## src/rtl/mem_port_arbiter.sv

```systemverilog
`default_nettype none
// ============================================================================
// Module   : mem_port_arbiter
// Brief    : Round-robin arbiter sharing one line-wide memory port between the
//            instruction-fetch path and the data cache.
// Revision : 1.0
// ============================================================================
module mem_port_arbiter #(
  parameter int ADDR_W = 20,
  parameter int LINE_W = 128
) (
  input  logic              clock,
  input  logic              rst,
  input  logic              ic_req,
  input  logic [ADDR_W-1:0] ic_addr,
  output logic              ic_ready,
  output logic [LINE_W-1:0] ic_rdata,
  input  logic              dc_req,
  input  logic              dc_we,
  input  logic [ADDR_W-1:0] dc_addr,
  input  logic [LINE_W-1:0] dc_wdata,
  output logic              dc_ready,
  output logic [LINE_W-1:0] dc_rdata,
  output logic              mem_req,
  output logic              mem_we,
  output logic [ADDR_W-1:0] mem_addr,
  output logic [LINE_W-1:0] mem_wdata,
  input  logic              mem_ready,
  input  logic [LINE_W-1:0] mem_rdata
);

  typedef enum logic [1:0] {
    IDLE   = 2'd0,
    BUSY_I = 2'd1,
    BUSY_D = 2'd2,
    DONE   = 2'd3
  } state_t;

  state_t            state_q, state_d;
  logic              last_d_q, last_d_d;  // 1: data side won the last grant
  logic              mem_req_q, mem_req_d;
  logic              mem_we_q, mem_we_d;
  logic [ADDR_W-1:0] mem_addr_q, mem_addr_d;
  logic [LINE_W-1:0] mem_wdata_q, mem_wdata_d;
  logic              ic_ready_q, ic_ready_d;
  logic              dc_ready_q, dc_ready_d;
  logic [LINE_W-1:0] ic_rdata_q, ic_rdata_d;
  logic [LINE_W-1:0] dc_rdata_q, dc_rdata_d;

  always_comb begin
    state_d     = state_q;
    last_d_d    = last_d_q;
    mem_req_d   = mem_req_q;
    mem_we_d    = mem_we_q;
    mem_addr_d  = mem_addr_q;
    mem_wdata_d = mem_wdata_q;
    ic_ready_d  = 1'b0;
    dc_ready_d  = 1'b0;
    ic_rdata_d  = ic_rdata_q;
    dc_rdata_d  = dc_rdata_q;
    case (state_q)
      IDLE: begin
        // On a tie the side that did not win last time is granted.
        if (dc_req && (!ic_req || !last_d_q)) begin
          state_d     = BUSY_D;
          last_d_d    = 1'b1;
          mem_req_d   = 1'b1;
          mem_we_d    = dc_we;
          mem_addr_d  = dc_addr;
          mem_wdata_d = dc_wdata;
        end else if (ic_req) begin
          state_d    = BUSY_I;
          last_d_d   = 1'b0;
          mem_req_d  = 1'b1;
          mem_we_d   = 1'b0;
          mem_addr_d = ic_addr;
        end
      end
      BUSY_I: begin
        if (mem_ready) begin
          state_d    = DONE;
          mem_req_d  = 1'b0;
          mem_we_d   = 1'b0;
          ic_ready_d = 1'b1;
          ic_rdata_d = mem_rdata;
        end
      end
      BUSY_D: begin
        if (mem_ready) begin
          state_d    = DONE;
          mem_req_d  = 1'b0;
          mem_we_d   = 1'b0;
          dc_ready_d = 1'b1;
          if (!mem_we_q) dc_rdata_d = mem_rdata;
        end
      end
      DONE: begin
        // Dead cycle lets the owner drop its request before the next grant.
        state_d = IDLE;
      end
      default: state_d = IDLE;
    endcase
  end

  always_ff @(posedge clock) begin
    if (rst) begin
      state_q     <= IDLE;
      last_d_q    <= 1'b0;
      mem_req_q   <= 1'b0;
      mem_we_q    <= 1'b0;
      mem_addr_q  <= '0;
      mem_wdata_q <= '0;
      ic_ready_q  <= 1'b0;
      dc_ready_q  <= 1'b0;
      ic_rdata_q  <= '0;
      dc_rdata_q  <= '0;
    end else begin
      state_q     <= state_d;
      last_d_q    <= last_d_d;
      mem_req_q   <= mem_req_d;
      mem_we_q    <= mem_we_d;
      mem_addr_q  <= mem_addr_d;
      mem_wdata_q <= mem_wdata_d;
      ic_ready_q  <= ic_ready_d;
      dc_ready_q  <= dc_ready_d;
      ic_rdata_q  <= ic_rdata_d;
      dc_rdata_q  <= dc_rdata_d;
    end
  end

  assign ic_ready  = ic_ready_q;
  assign dc_ready  = dc_ready_q;
  assign ic_rdata  = ic_rdata_q;
  assign dc_rdata  = dc_rdata_q;
  assign mem_req   = mem_req_q;
  assign mem_we    = mem_we_q;
  assign mem_addr  = mem_addr_q;
  assign mem_wdata = mem_wdata_q;

endmodule
`default_nettype wire

```

## config.mk

```make
export PLATFORM = sky130hd
export DESIGN_NAME = mem_port_arbiter
export DESIGN_NICKNAME = d
export VERILOG_FILES = /design/src/rtl/mem_port_arbiter.sv
export SDC_FILE = /design/constraint.sdc
export NUM_CORES = 1
export LEC_CHECK = 0
export CORE_AREA = 2 2 280 282
export CTS_BUF_LIST = sky130_fd_sc_hd__clkbuf_16
export DETAILED_ROUTE_END_ITERATION = 8
export DIE_AREA = 0 0 282 284
export GPL_TIMING_DRIVEN = 0
export PLACE_DENSITY_LB_ADDON = 0.08
export SLEW_MARGIN = 15
export SYNTH_ARGS = -nofsm -noshare
export SYNTH_HDL_FRONTEND = slang
export SYNTH_SLANG_ARGS = --single-unit
```

## constraint.sdc

```tcl
create_clock -name clock -period 4.9 [get_ports clock]
set_clock_uncertainty 0.1 [all_clocks]
set_input_delay 0.735 -clock clock [delete_from_list [all_inputs] [get_ports clock]]
set_output_delay 0.735 -clock clock [all_outputs]
set_load 0.01 [all_outputs]
```

==> results.ini <==
[outcome]
status = completed

[detailed_routing]
antenna_left = 0
drt-initial-drc-count = 569
post-route-drc-count = 0
vias = 15900
wirelength_mm = 76.1
post_drt_wl_per_cell_um = 20.6
drtPass1Iterations = 5
via_per_inst = 4.29

[setup_path]
crit_cells = 1
r2r_end = dc_rdata[82]
reg2reg_slack_ns = 2.58
crit_fanout = 2
path_class = reg2out
arrival_ns = 1.65
critPathRequiredTime_ns = 4.07
cp-start-kind = register
crit_path_end_kind = primary output
critPathBufInv = 1
crit_chain = clkdlybuf4s50_1
rr_startpoint = state_q[0]
cpMaxStageDelayCell = clkdlybuf4s50_1
worst_r2r_path_depth = 7
crit_path_max_incr_delay_ns = 0.71
critPathTopFamily = buffers and inverters

[worst_hold_path]
worstHoldPathCells = 2
min_from = dc_rdata[72]
hold_path.class = reg2reg
min_to = dc_rdata[72]

[synthesis]
synth_nets = 2154
ys_types = 27
ys.warnings.count = 0
syn_avg_cell_area_um2 = 7.97
synthCells = 1848
syn-cell-area_mm2 = 0.0147
synth_top_cell_area_share = 0.559
ys_ff_latch = 411
ys_seq_area_frac = 0.559
synth.area.top_cells = dfxtp_1 (56%), nand2_1 (14%), a21oi_1 (13%), o21ai_0 (4.5%), nand3_1 (4.4%)
yosys.area.top_type = dfxtp_1

[global_route]
grt_pass1_wl_mm = 109
antenna_found_initial = 13
grt_usage = 0.182
grt_max_degree = 14
grt_pass1_vias = 16400
grt_overflow = 0

[clocking]
ctsResizeCount = 0
root_buffer = clkbuf_16
cts_tree = yes
insertion_delay_ns = 0.59
clock_sinks = 411
htreeDepth = 2
postCtsHoldBufs = 0
cts.reportedPaths.clkPinSlew_ns = 0.05
cts_buffer_depth = 3
cts_inserted_buffers = 52
cts_setup_buffers = 0

[die]
io_pins = 710
die_h_um = 284
rows = 102
start_util = 0.191
core_area_mm2 = 0.0770
die_x_um = 282
die-area_mm2 = 0.0801

[pwr]
vdd.ir_drop.worst_v = 0.000286
power_density_mw_per_mm2 = 479
power_leakage_nw = 8.47

[sta]
setup_viol = 0
hold_viol = 0
tightestPinTransition_ns = 1.04
relSlewSlack = 0.307
fin_setup_tns_ns = 0
period_share = 0.508
rsz0062_at_grt = false
min_period_ns = 2.49
fmax_mhz = 402
holdWs_ns = 0.351
slew_violations = 0

[final_layout]
regArea_mm2 = 0.00823
fill_cells = 8159
syn_to_final_growth_pct = 67.8
most-common-layout-cells = clkdlybuf4s50_1 (708), nand2_1 (555), dfxtp_1 (411)
multi_input_area_mm2 = 0.00577
final_common_cell = clkdlybuf4s50_1
fin_nets = 2916
drive_gt1_frac = 0.0502

[flow_run]
cap_violations = 0

[place]
detailed_place_hpwl_mm = 59.6
gp_congestion = 0.814
portBuffers = 708

power by group:
group | internal, mW | switching, mW | total, mW
registers | 3.87 | 0.272 | 4.14
clock network | 2.08 | 1.56 | 3.64
logic | 1.68 | 2.37 | 4.05
cell usage after synthesis:
cell type / n
ha_1: 4
buf_1: 6
nand3b_1: 1
dfxtp_1: 411
a21bo_2: 1
or4_1: 1
buf_2: 62
nand3_1: 128
a21boi_2: 1
and3b_1: 1
clkbuf_1: 97
a211oi_1: 1
a311oi_1: 20
nor2_1: 24
a21oi_1: 388
nor2b_1: 1
a2111o_1: 1
and2_1: 1
o21ai_0: 131
buf_4: 2
nand2b_1: 3
o21a_1: 2
mux2i_1: 2
inv_1: 2
inv_2: 1
nand2_1: 555
nor3b_1: 1
worst max-delay path by stage:
| stage | start | endpoint |
|---|---|---|
| after floorplan | dc_req | mem_we |
| after global placement | rst | ic_rdata[55] |
| after detailed placement | mem_ready | dc_rdata[88] |
| after CTS | dc_rdata[125] | dc_rdata[125] |
| after global routing | dc_rdata[125] | dc_rdata[125] |
| final | dc_rdata[125] | dc_rdata[125] |
through the flow:
stage          total power, mW  std cells  cell area (µm²)   util  setup slack (ns)
2_1_floorplan             6.08       1848            14700      -              3.14
3_3_place_gp              8.31       3596            23100  0.300              1.80
3_5_place_dp              8.34       3596            23100  0.300              1.81
4_1_cts                   12.1       3692            24700  0.321              2.33
5_1_grt                   12.6       3693            24700  0.321              2.30
6_report                  11.8       3695            24700  0.321              2.41
per-layer routing:
layer  vias up  wire [µm]  GRT usage
met2       531      38100      0.330
met1      7470      28200      0.191
met3        96       8230     0.0825
met4        24       1330     0.0407
met5         -        158          0
li1       7744          -          -
cell type report:
class,count,area share
clock inverter,42,0.00972
sequential,411,0.333
tap,1040,0.0527
multi-input combinational,1267,0.234
clock buffer,54,0.0547
timing repair buffer,708,0.287
antenna,3,0.000304
buffer,167,0.0289
inverter,3,0.000456
registers in the layout (all words and copies together), names as in the netlist:
name,flops
dc_rdata,128
ic_rdata,128
mem_wdata,128
mem_addr,20
state_q,2
dc_ready,1
ic_ready,1
last_d_q,1
mem_req,1
mem_we,1
kinds of logic after synthesis:
logic type                 Yosys count  share of synthesized area
and+or+nand+nor                    716                      0.195
AOI/OAI and AO/OA                  545                      0.192
DFF                                411                      0.559
buffers and inverters              170                     0.0491
adders and majority gates            4                    0.00340
muxes                                2                    0.00136
(Power assumes the default switching activity.)
